**src/rtl/gba_gfx_pkg.sv**
```systemverilog
// Shared graphics constants and types for the GBA frame double buffer.
// Used by both the write-side controller and the VGA scan-out side.
package gba_gfx_pkg;

  localparam int FB_COLS   = 240;
  localparam int FB_ROWS   = 160;
  localparam int FB_PIXELS = FB_COLS * FB_ROWS;
  localparam int FB_ADDR_W = 17;
  localparam int COLOR_W   = 15;

  // BGR555 pixel color
  typedef logic [COLOR_W-1:0]   color15_t;
  typedef logic [FB_ADDR_W-1:0] fb_addr_t;

  typedef enum logic {
    FBW_WRITE     = 1'b0,
    FBW_WAIT_SWAP = 1'b1
  } fbw_state_t;

  localparam fb_addr_t FB_LAST_IDX = fb_addr_t'(FB_PIXELS - 1);

  // Base address of buffer 0 or buffer 1 in the shared RAM
  function automatic fb_addr_t fb_base(input logic i_buf_sel);
    return i_buf_sel ? fb_addr_t'(FB_PIXELS) : '0;
  endfunction

endpackage

```
**src/rtl/fb_pix_counter.sv**
```systemverilog
// Wrapping linear pixel index counter, 0..FB_PIXELS-1.
// An enabled clear (start-of-frame pixel) counts as index 0, so the
// counter lands on 1 afterwards.
module fb_pix_counter
  import gba_gfx_pkg::*;
(
  input  logic     clock,
  input  logic     reset,
  input  logic     i_clr,
  input  logic     i_en,
  output fb_addr_t o_idx,
  output logic     o_tc
);

  fb_addr_t r_idx;

  assign o_idx = r_idx;
  assign o_tc  = (r_idx == FB_LAST_IDX);

  // Index advances once per accepted pixel, wrapping at the last pixel
  always_ff @(posedge clock or posedge reset) begin
    if (reset) begin
      r_idx <= '0;
    end else if (i_en) begin
      if (i_clr)
        r_idx <= fb_addr_t'(1);
      else if (o_tc)
        r_idx <= '0;
      else
        r_idx <= r_idx + 1'b1;
    end
  end

endmodule

```
**src/rtl/gba_fb_writer.sv**
```systemverilog
// Write-side controller for the GBA frame double buffer.
// Streams 240x160 BGR555 pixels into the back buffer and swaps buffers.
// Build option FB_VBLANK_SWAP_EN: when defined, a completed frame waits
// for vblank_start before the swap; otherwise it swaps immediately.
module gba_fb_writer
  import gba_gfx_pkg::*;
(
  input  logic        clock,
  input  logic        reset,
  input  logic        pix_valid,
  input  logic        pix_sof,
  input  logic [14:0] pix_data,
  output logic        pix_ready,
  input  logic        vblank_start,
  output logic        wr_en,
  output logic [16:0] wr_addr,
  output logic [14:0] wr_data,
  output logic        disp_buf,
  output logic [16:0] disp_base,
  output logic        frame_swapped
);

  fbw_state_t r_state;
  fbw_state_t w_state_nx;

  logic     w_ready;
  logic     w_accept;
  logic     w_final;
  logic     w_swap;
  logic     w_tc;
  fb_addr_t w_idx;
  fb_addr_t w_idx_sel;
  fb_addr_t w_addr;

  logic     r_disp_buf;
  logic     r_frame_swapped;
  logic     r_wr_en_p1;
  fb_addr_t r_wr_addr_p1;
  color15_t r_wr_data_p1;

`ifdef FB_VBLANK_SWAP_EN
  assign w_ready = (r_state == FBW_WRITE);
`else
  logic w_unused_vblank;
  assign w_unused_vblank = vblank_start;
  assign w_ready = 1'b1;
`endif

  assign w_accept  = pix_valid && w_ready;
  assign w_idx_sel = pix_sof ? '0 : w_idx;
  assign w_addr    = fb_base(~r_disp_buf) + w_idx_sel;
  assign w_final   = w_accept && !pix_sof && w_tc;

  fb_pix_counter u_pix_counter (
    .clock (clock),
    .reset (reset),
    .i_clr (pix_sof),
    .i_en  (w_accept),
    .o_idx (w_idx),
    .o_tc  (w_tc)
  );

  // Next-state and swap decision
  always_comb begin
    w_state_nx = r_state;
    w_swap     = 1'b0;
    case (r_state)
      FBW_WRITE: begin
        if (w_final) begin
`ifdef FB_VBLANK_SWAP_EN
          w_state_nx = FBW_WAIT_SWAP;
`else
          w_swap = 1'b1;
`endif
        end
      end
      FBW_WAIT_SWAP: begin
`ifdef FB_VBLANK_SWAP_EN
        if (vblank_start) begin
          w_swap     = 1'b1;
          w_state_nx = FBW_WRITE;
        end
`else
        w_state_nx = FBW_WRITE;
`endif
      end
      default: w_state_nx = FBW_WRITE;
    endcase
  end

  // FSM state register
  always_ff @(posedge clock or posedge reset) begin
    if (reset)
      r_state <= FBW_WRITE;
    else
      r_state <= w_state_nx;
  end

  // Front/back selection toggles on each swap, with a one-cycle pulse
  always_ff @(posedge clock or posedge reset) begin
    if (reset) begin
      r_disp_buf      <= 1'b0;
      r_frame_swapped <= 1'b0;
    end else begin
      r_disp_buf      <= r_disp_buf ^ w_swap;
      r_frame_swapped <= w_swap;
    end
  end

  // Stage p0 -> p1: registered RAM write, one strobe per accepted pixel
  always_ff @(posedge clock or posedge reset) begin
    if (reset) begin
      r_wr_en_p1   <= 1'b0;
      r_wr_addr_p1 <= '0;
      r_wr_data_p1 <= '0;
    end else begin
      r_wr_en_p1 <= w_accept;
      if (w_accept) begin
        r_wr_addr_p1 <= w_addr;
        r_wr_data_p1 <= pix_data;
      end
    end
  end

  assign pix_ready     = w_ready;
  assign wr_en         = r_wr_en_p1;
  assign wr_addr       = r_wr_addr_p1;
  assign wr_data       = r_wr_data_p1;
  assign disp_buf      = r_disp_buf;
  assign disp_base     = fb_base(r_disp_buf);
  assign frame_swapped = r_frame_swapped;

endmodule

```
**config.mk**
```make
export PLATFORM = sky130hd
export DESIGN_NAME = gba_fb_writer
export DESIGN_NICKNAME = d
export VERILOG_FILES = /design/src/rtl/gba_gfx_pkg.sv /design/src/rtl/fb_pix_counter.sv /design/src/rtl/gba_fb_writer.sv
export SDC_FILE = /design/constraint.sdc
export NUM_CORES = 1
export LEC_CHECK = 0
export ABC_AREA = 1
export BUFFER_PORTS_ARGS = -buffer_cell sky130_fd_sc_hd__buf_2
export CAP_MARGIN = 15
export CELL_PAD_IN_SITES_DETAIL_PLACEMENT = 1
export CELL_PAD_IN_SITES_GLOBAL_PLACEMENT = 1
export CORE_ASPECT_RATIO = 0.5
export CORE_MARGIN = 2
export CORE_UTILIZATION = 36
export CTS_CLUSTER_DIAMETER = 30
export DETAILED_ROUTE_END_ITERATION = 8
export PLACE_DENSITY_LB_ADDON = 0.1
export SYNTH_ARGS = -nofsm -noshare
export SYNTH_HDL_FRONTEND = slang
export SYNTH_SLANG_ARGS = --single-unit
export TNS_END_PERCENT = 20
```
**constraint.sdc**
```tcl
create_clock -name clock -period 2.2 [get_ports clock]
set_input_delay 0.44 -clock clock [delete_from_list [all_inputs] [get_ports clock]]
set_output_delay 0.44 -clock clock [all_outputs]
set_load 0.005 [all_outputs]
```
==> metrics.txt <==
status=finished, final reports clean; DR DRC count=0; DPL Wire Length=5363 um; DR iter-0 viols=between 90 and 100; WS Path Type=reg -> reg; pin count of the biggest net entering global routing=30; Initial Util=0.3785; mux cell area share after synthesis=0; setup TNS=0 ns; P_leak=around 1.7 nW; vias in the first global route=2564; Final Max Tran Viols=0; Die Y-Extent=around 67 um; core area=0.007487 mm^2; fill count=between 900 and 1000; Yosys reg bits=52; via count=about 2400; I/O pins=73; Critical Path AT=approximately 2.1 ns; Slew HR=0.6310; sequential cell area=0.001301 mm^2; Vias/cell=roughly 4.6; Buffers on Ports=57; Overall Global Routing Usage=0.1849; Cell Rows=22; Finish-stage setup viols=0; crit-path most repeated cell=inv_1; Avg Inst Size Synth=around 7.7 um^2; Post-Syn Area=~0.0028 mm^2; crit share post-route=0.8779; Worst-Margin Slew=between 0.5 and 0.6 ns; CP max FO=7; number of enable flip-flop cells after synthesis=0; Clock power frac=0.440; Root Driver=clkbuf_16; Max Fclk=slightly above 0.5 GHz; Sw Ratio=0.2282; Synth Area in Compound Gates=0.05254; average routed wire per standard cell=between 10 and 15 um; Nets=approximately 440; Area Growth Syn to Fin=17.26%; asr flop ratio synth=1.000; Synth Area in XOR/XNOR=0.02472; CP Launch Type=flip-flop; CTS tree=done; Final Hold Fails=0; PD cells=~650 mW/mm^2; number of iterations in the first detailed-routing pass=4; Hold Crit Class=in -> async; peak supply drop=around 0.28 mV; Layout Skew=~0.0073 ns; CP required=approximately 2.4 ns; Num CTS Buffers=5; Net Sw Power=approximately 500 uW; Post-Syn Instances=roughly 370; maxcap violations=0; Final Wtd Congestion=0.8098; Combinational Power Share=0.084; CP max stage delay=0.45 ns; gr ovfl total=0; first-pass GRT wire length=about 12000 um; ANT cells=0; length in cells of the worst reg-to-reg path=10; CTS Hold Bufs=0; H-tree levels=2; synthesized-area fraction occupied by and/or/nand/nor cells=0.3183; Die ar.=a little under 0.009 mm^2; Netlist cell types=28; main combinational cell family by area after synthesis=simple AND/OR/NAND/NOR gates; CP Capture Type=flip-flop; Synth Area in Adders=0.02914; Cell Chain, Critical Path=inv_1, ha_1, inv_1, fa_1, inv_1, nand2_1, nor2_1, o21bai_1, nand3_1, nand2_1; final wirelength=a little over 7000 um; clk buf depth=2; Synth Warn #=0; CTS resizes=0; post-CTS setup buffers=0; sequential area share after synthesis=0.4592; Synth Flop Type=dfrtp_1; final core utilization=0.4439; unrepaired setup endpoints after global routing=no; Seq pwr share=0.475; clock-pin slew on the worst setup and hold paths=approximately 0.07 ns; Tmin final=1.931 ns; Sink Count=52; footprint of the multi-input gates=around 0.0013 mm^2; initial antenna violation count=0; Antenna Violating Nets Remaining=0; slowest CP cell=dfrtp_1; Die Wd=roughly 130 um; Int Power=1.665 mW; latest clock arrival within the worst-skew pair=about 0.3 ns; layout cells sized above 1=0.2029
[critical path, delay by kind of cell, from the launching register on]
kind            cells  cell delay, ns
buf+inv             3            0.36
simple gates        4            0.33
flops               1            0.45
fa+ha+maj           2            0.60
compound gates      1            0.09
[worst paths after layout]
check	startpoint	end	slack [ns]
worst max-delay path	disp_buf$_DFF_PP0_	wr_addr[13]$_DFFE_PP0P_	0.27
worst min-delay path	reset	wr_data[14]$_DFFE_PP0P_	0.19
worst max register to register	disp_buf$_DFF_PP0_	wr_addr[13]$_DFFE_PP0P_	0.27
worst min register to register	wr_data[11]$_DFFE_PP0P_	wr_data[11]$_DFFE_PP0P_	0.47
max in group asynchronous	reset	u_pix_counter.o_idx[4]$_DFFE_PP0P_	1.45
min in group clock	pix_data[9]	wr_data[9]$_DFFE_PP0P_	0.35
[through the flow]
stage | cells | cell area, um^2 | power [mW] | hold slack, ns | worst slack [ns]
global placement | 519 | 3141 | 1.222 | 0.4505 | 0.2593
floorplan | 379 | 2879 | 1.164 | 0.4654 | 0.4390
global route | 527 | 3323 | 2.262 | 0.2276 | 0.04643
detailed placement | 519 | 3141 | 1.231 | 0.4578 | 0.1644
finish | 527 | 3323 | 2.157 | 0.1912 | 0.2685
CTS | 527 | 3323 | 2.196 | 0.2130 | 0.2400
[cell usage in the layout, fill, tap and decap left out, types with 2 or more instances in the layout]
| cell | n |
|---|---|
| nand2_2 | 3 |
| nor2_2 | 2 |
| buf_2 | 57 |
| nand2_1 | 139 |
| nand4_1 | 4 |
| nand3_1 | 25 |
| clkbuf_16 | 5 |
| nor2_1 | 31 |
| buf_4 | 2 |
| dfrtp_1 | 52 |
| xor2_1 | 7 |
| nor2_4 | 4 |
| inv_1 | 30 |
| conb_1 | 14 |
| o21ai_0 | 21 |
| ha_1 | 5 |
| o21ai_2 | 2 |
| inv_2 | 4 |
| clkbuf_8 | 2 |
[state kept, by name (all words and copies together) (netlist names)]
signal and flops:
wr_addr 17, wr_data 15, disp_buf 1, wr_en 1
u_pix_counter.o_idx 17, frame_swapped 1
[synth_stat cells, types with 3 or more instances]
library cell | number | area share
o21ai_0 | 21 | 0.037
buf_4 | 18 | 0.048
nand4_1 | 4 | 0.0088
ha_1 | 5 | 0.022
dfrtp_1 | 52 | 0.46
xor2_1 | 7 | 0.022
nand2_1 | 139 | 0.18
nor2_1 | 31 | 0.041
nand2_2 | 3 | 0.0066
buf_2 | 5 | 0.0088
nor2_4 | 4 | 0.016
inv_1 | 31 | 0.041
inv_2 | 3 | 0.0040
nand3_1 | 25 | 0.044
[layer usage]
layer / part of all wire / track usage
met5: 0 / 0
met4: 0.0093 / 0.04435
met3: 0.057 / 0.04659
met2: 0.45 / 0.3105
met1: 0.49 / 0.2420
[power by group through the flow]
stage                     registers, mW  logic, mW  clock network, mW
after floorplan                    1.04      0.121                  0
after global placement             1.04      0.180                  0
after detailed placement           1.04      0.189                  0
after CTS                          1.03      0.187              0.983
after global routing               1.03      0.211               1.02
final                              1.03      0.182              0.949
[final cells by class]
type                       count  area share
tap                          108     0.04066
timing repair buffer          60     0.09639
inverter                      34     0.03840
multi-input combinational    265      0.3780
clock inverter                 1    0.009036
sequential                    52      0.3916
clock buffer                   7     0.04593
[kinds of logic after synthesis]
| logic type | count (synthesis) |
|---|---|
| flip-flops | 52 |
| other | 2 |
| AO/OA/AOI/OAI | 27 |
| buffers and inverters | 62 |
| AND/OR/NAND/NOR | 210 |
| adder cells (fa/ha/maj) | 6 |
| XOR/XNOR | 8 |
No activity file was read; power rests on OpenSTA's default activity.
